[src/rtl/tx_pkg.sv]
// Shared link definitions for the serial transmitter and its receiver partner.
//   `HDR_SZ, `PL_SZ, `ADDR_SZ : flit field widths (overridable before this file)
//   `FLIT_W                   : total flit width, used by both tx and rx
// Package tx_pkg:
//   FLIT_W     : flit width as an elaboration constant
//   CNT_W      : bit-counter width, wide enough to hold FLIT_W
//   tx_state_e : transmitter FSM states
`ifndef LINK_DEFINES_SV
`define LINK_DEFINES_SV

`ifndef HDR_SZ
`define HDR_SZ 2
`endif

`ifndef PL_SZ
`define PL_SZ 4
`endif

`ifndef ADDR_SZ
`define ADDR_SZ 2
`endif

`define FLIT_W (`HDR_SZ + `PL_SZ + `ADDR_SZ)

`endif

package tx_pkg;

  localparam int unsigned FLIT_W = `FLIT_W;
  localparam int unsigned CNT_W  = $clog2(FLIT_W + 1);

  typedef enum logic [1:0] {
    IDLE = 2'd0,
    ARM  = 2'd1,
    SEND = 2'd2
  } tx_state_e;

endpackage

[src/rtl/tx.sv]
// Serial link transmitter. Latches one flit from the router output buffer
// and sends it LSB first behind a single high head bit; a frame is never
// started while the downstream receiver reports channel_busy.
// Ports:
//   clk          : clock
//   reset        : asynchronous, active-high reset
//   valid        : upstream buffer holds a flit on parallel_in
//   parallel_in  : flit to send (FLIT_W bits)
//   item_read    : one-cycle pulse, flit on parallel_in consumed this cycle
//   channel_busy : downstream rx is receiving or holding an undelivered flit
//   serial_out   : registered serial line, idle level 0
//   busy         : tx holds or is sending a flit
module tx
  import tx_pkg::*;
#(
  parameter int    routerid = -1,
  parameter string port     = "unknown"
) (
  input  logic              clk,
  input  logic              reset,
  input  logic              valid,
  input  logic [FLIT_W-1:0] parallel_in,
  output logic              item_read,
  input  logic              channel_busy,
  output logic              serial_out,
  output logic              busy
);

  localparam logic [CNT_W-1:0] CNT_LAST = CNT_W'(FLIT_W);

  // routerid and port only label this instance; -1 means unlabelled.
  if (routerid < -1) begin : g_bad_routerid
    $error("tx %s: routerid must be -1 or a router index", port);
  end

  tx_state_e         state_q, state_d;
  logic [FLIT_W-1:0] shreg_q, shreg_d;
  logic [CNT_W-1:0]  cnt_q, cnt_d;
  logic              serial_out_q, serial_out_d;

  always_ff @(posedge clk or posedge reset) begin
    if (reset) begin
      state_q      <= IDLE;
      shreg_q      <= '0;
      cnt_q        <= '0;
      serial_out_q <= 1'b0;
    end else begin
      state_q      <= state_d;
      shreg_q      <= shreg_d;
      cnt_q        <= cnt_d;
      serial_out_q <= serial_out_d;
    end
  end

  always_comb begin
    state_d      = state_q;
    shreg_d      = shreg_q;
    cnt_d        = cnt_q;
    serial_out_d = 1'b0;
    unique case (state_q)
      IDLE: begin
        if (valid) begin
          shreg_d = parallel_in;
          state_d = ARM;
        end
      end
      ARM: begin
        // Head goes out only once the receiver is free; wait indefinitely.
        if (!channel_busy) begin
          serial_out_d = 1'b1;
          cnt_d        = '0;
          state_d      = SEND;
        end
      end
      SEND: begin
        // channel_busy is ignored here: a head is always followed by FLIT_W bits.
        if (cnt_q < CNT_LAST) begin
          serial_out_d = shreg_q[0];
          shreg_d      = shreg_q >> 1;
          cnt_d        = cnt_q + 1'b1;
        end else begin
          state_d = IDLE;
        end
      end
      default: begin
        state_d = IDLE;
      end
    endcase
  end

  assign item_read  = (state_q == IDLE) && valid;
  assign busy       = (state_q != IDLE);
  assign serial_out = serial_out_q;

endmodule

[config.mk]
export PLATFORM = sky130hd
export DESIGN_NAME = tx
export DESIGN_NICKNAME = d
export VERILOG_FILES = /design/src/rtl/tx_pkg.sv /design/src/rtl/tx.sv
export SDC_FILE = /design/constraint.sdc
export NUM_CORES = 1
export LEC_CHECK = 0
export ABC_CLOCK_PERIOD_IN_PS = 1900
export BUFFER_PORTS_ARGS = -buffer_cell sky130_fd_sc_hd__buf_2
export CAP_MARGIN = 30
export CORE_ASPECT_RATIO = 1.25
export CORE_MARGIN = 4
export CORE_UTILIZATION = 40
export DETAILED_ROUTE_END_ITERATION = 16
export HOLD_SLACK_MARGIN = 0.15
export PLACE_DENSITY_LB_ADDON = 0.25
export SYNTH_ARGS = -nofsm -noshare
export SYNTH_HDL_FRONTEND = slang
export SYNTH_SLANG_ARGS = --single-unit
[constraint.sdc]
create_clock -name clk -period 1.9 [get_ports clk]
set_input_delay 0.285 -clock clk [delete_from_list [all_inputs] [get_ports clk]]
set_output_delay 0.285 -clock clk [all_outputs]
set_load 0.005 [all_outputs]
==> load_flow_metrics.sql <==
INSERT INTO impl_metrics (metric_group, metric, value, unit) VALUES
('status', 'outcome', 'finished, final reports clean', ''),
('clock_tree', 'h_tree_depth', '1', ''),
('power_and_ir_drop', 'switching_power', '0.506', 'mW'),
('logic_synthesis', 'synth_fp_nets', '90', ''),
('logic_synthesis', 'synth_area_per_cell', '12.2', 'µm²'),
('floorplan', 'die-width', '50.0', 'µm'),
('routing', 'avgRoutedWirePerCell', '13.0', 'µm'),
('logic_synthesis', 'muxShareOfSynthArea', '20.5', '%'),
('power_and_ir_drop', 'leakagePower', '0.496', 'nW'),
('logic_synthesis', 'dominant_combinational_cell_family_by_area_after_synthesis', 'multiplexers', ''),
('clock_tree', 'clock-sinks', '15', ''),
('logic_synthesis', 'post_synth_inst_count', '72', ''),
('power_and_ir_drop', 'comb_power_share', '51.4', '%'),
('logic_synthesis', 'synth_simple_gate_area_share', '11.8', '%'),
('logic_synthesis', 'synth_cell_types', '25', ''),
('setup_path', 'worst-path-max-fanout', '5', ''),
('routing', 'dr_total_vias', '579', ''),
('setup_path', 'worst_setup_path_end_kind', 'register', ''),
('floorplan', 'core_area', '2030', 'µm²'),
('floorplan', 'io-pin-count', '15', ''),
('logic_synthesis', 'synthesis.area', '881', 'µm²'),
('power_and_ir_drop', 'internal-power', '0.972', 'mW'),
('sta', 'fin_crit', '1750', 'ps'),
('cells_and_area', 'syn_to_layout_area_delta', '14.3', '%'),
('clock_tree', 'clk_pin_slew_worst_paths', '90', 'ps'),
('setup_path', 'critPathArrivalTime', '1920', 'ps'),
('global_route', 'first_global_vias', '595', ''),
('cells_and_area', 'nets', '110', ''),
('sta', 'hold_viol_final', '0', ''),
('floorplan', 'core.rowCount', '18', ''),
('sta', 'finalSetupViolCount', '0', ''),
('power_and_ir_drop', 'power_per_cell_area', '1470', 'nW/µm²'),
('sta', 'maxClockFrequency', '0.572', 'GHz'),
('routing', 'detail_route.drc_violations', '0', ''),
('routing', 'drt_iter0_markers', '6', ''),
('floorplan', 'floorplan.die.height', '60.5', 'µm'),
('logic_synthesis', 'postSynth.topFlopCell', 'sky130_fd_sc_hd__dfrtp_1', ''),
('global_route', 'grt_use_total', '11.2', '%'),
('global_route', 'grt_first_pass_wirelength', '2550', 'µm'),
('sta', 'slew_viol_final', '0', ''),
('power_and_ir_drop', 'total_power', '1.48', 'mW'),
('floorplan', 'die_area', '3020', 'µm²'),
('place', 'dpl_worst_slack', '173', 'ps'),
('clock_tree', 'cts-root-buf', 'sky130_fd_sc_hd__clkbuf_4', ''),
('clock_tree', 'clkLatencyLatePin', '280', 'ps'),
('logic_synthesis', 'synth_compound_area_share', '11.4', '%'),
('power_and_ir_drop', 'seq_power_share', '36.3', '%'),
('cells_and_area', 'final_core_util', '49.7', '%'),
('flow_run', 'max-cap-violations', '0', ''),
('sta', 'worst_pin_slew', '576', 'ps'),
('global_route', 'global_route.overflow_total', '0', ''),
('place', 'placedCellCount', '106', ''),
('cells_and_area', 'mostFrequentLayoutCells', '15 x sky130_fd_sc_hd__mux2_2, 15 x sky130_fd_sc_hd__dfrtp_1, 14 x sky130_fd_sc_hd__buf_2', ''),
('routing', 'antenna_nets_post_route', '0', ''),
('global_route', 'antenna_found_initial', '0', ''),
('setup_path', 'cp_data_required_time', '2070', 'ps'),
('worst_hold_path', 'worstHoldPathType', 'in -> reg', ''),
('sta', 'fin_setup_tns', '0', 'ps'),
('sta', 'slew_headroom', '61.6', '%'),
('cells_and_area', 'num_antenna_cells', '0', ''),
('logic_synthesis', 'synth_xor_area_share', '0', '%'),
('clock_tree', 'cts.repair.resized', '0', ''),
('setup_path', 'critPathKind', 'reg -> reg', ''),
('power_and_ir_drop', 'swShare', '34.3', '%'),
('routing', 'detail_route.vias_per_cell', '5.22', ''),
('sta', 'final_critical_path_setup_slack', '151', 'ps'),
('logic_synthesis', 'ys_seq_elements', '15', ''),
('place', 'place.port_buffers', '14', ''),
('setup_path', 'worst_setup_path_start_kind', 'register', ''),
('setup_path', 'reg2reg_slack', '150', 'ps'),
('clock_tree', 'cts_inserted_buffers', '3', '');
[power by group through the flow]
| stage | logic (mW) | clock network, mW | registers, mW |
|---|---|---|---|
| 2_1_floorplan | 0.632 | 0 | 0.524 |
| 3_3_place_gp | 0.754 | 0 | 0.540 |
| 3_5_place_dp | 0.767 | 0 | 0.546 |
| 4_1_cts | 0.771 | 0.191 | 0.538 |
| 5_1_grt | 0.848 | 0.209 | 0.556 |
| 6_report | 0.759 | 0.182 | 0.537 |
[per-layer routing]
layer  part of all wire [%]  global-route usage [%]
met1                     45                    12.2
met2                     49                    19.3
met3                    5.3                    3.19
met4                   0.90                    7.11
met5                      0                       0
[state kept, by name, indices dropped and copies added (netlist names)]
signal and flops:
serial_out 1, state_q 2, shreg_q 8, cnt_q 4
[cells in the mapped netlist (2+ instances only)]
| cell type | count | share of area (%) |
|---|---|---|
| sky130_fd_sc_hd__nor2b_1 | 2 | 1.4 |
| sky130_fd_sc_hd__nand2b_1 | 2 | 1.4 |
| sky130_fd_sc_hd__nand2b_4 | 2 | 3.1 |
| sky130_fd_sc_hd__nand3b_1 | 2 | 1.7 |
| sky130_fd_sc_hd__o21ai_0 | 2 | 1.1 |
| sky130_fd_sc_hd__nand2_1 | 2 | 0.85 |
| sky130_fd_sc_hd__mux2_2 | 15 | 19 |
| sky130_fd_sc_hd__ha_1 | 6 | 8.5 |
| sky130_fd_sc_hd__nor2_1 | 2 | 0.85 |
| sky130_fd_sc_hd__buf_6 | 2 | 2.6 |
| sky130_fd_sc_hd__a22o_1 | 3 | 3.0 |
| sky130_fd_sc_hd__dfrtp_1 | 15 | 43 |
| sky130_fd_sc_hd__inv_1 | 5 | 2.1 |
[area by class of cell]
cell class,count,area (µm²)
Sequential cell,15,375
Inverter,5,18.8
Timing Repair Buffer,18,103
Multi-Input combinational cell,49,459
Fill cell,182,1020
Clock buffer,4,26.3
Tap cell,20,25.0
[kinds of logic after synthesis]
logic type | count (synthesis)
multiplexers | 16
adder cells (fa/ha/maj) | 6
buffers and inverters | 8
flip-flops | 15
AO/OA/AOI/OAI | 12
AND/OR/NAND/NOR | 15
[what timing repair did]
action                    in CTS  in global routing
setup buffers                  0                  0
hold endpoints to repair      15                  0
hold buffers                   1                  0
[final timing paths]
kind	depth (start not counted)	startpoint	end
max in group asynchronous	3	reset	cnt_q[1]
setup reg to reg	5	state_q[0]	shreg_q[0]
hold reg to reg	1	shreg_q[0]	shreg_q[0]
setup / recovery	5	state_q[0]	shreg_q[0]
min in group asynchronous	3	reset	shreg_q[7]
hold / removal	3	parallel_in[7]	shreg_q[7]
[worst max-delay path, cell delays in order, from the launching register on]
cell and delay (ps):
sky130_fd_sc_hd__dfrtp_1 420, sky130_fd_sc_hd__inv_1 120, sky130_fd_sc_hd__ha_1 300, sky130_fd_sc_hd__buf_4 180, sky130_fd_sc_hd__mux2_2 320, sky130_fd_sc_hd__mux2_1 290
[metrics by stage]
stage               instance area (µm²)  hold WS [ps]
detailed placement                  971           384
floorplan                           881           186
global placement                    971           378
CTS                                1010           240
finish                             1010           245
global route                       1010           235
(Power assumes the default switching activity.)
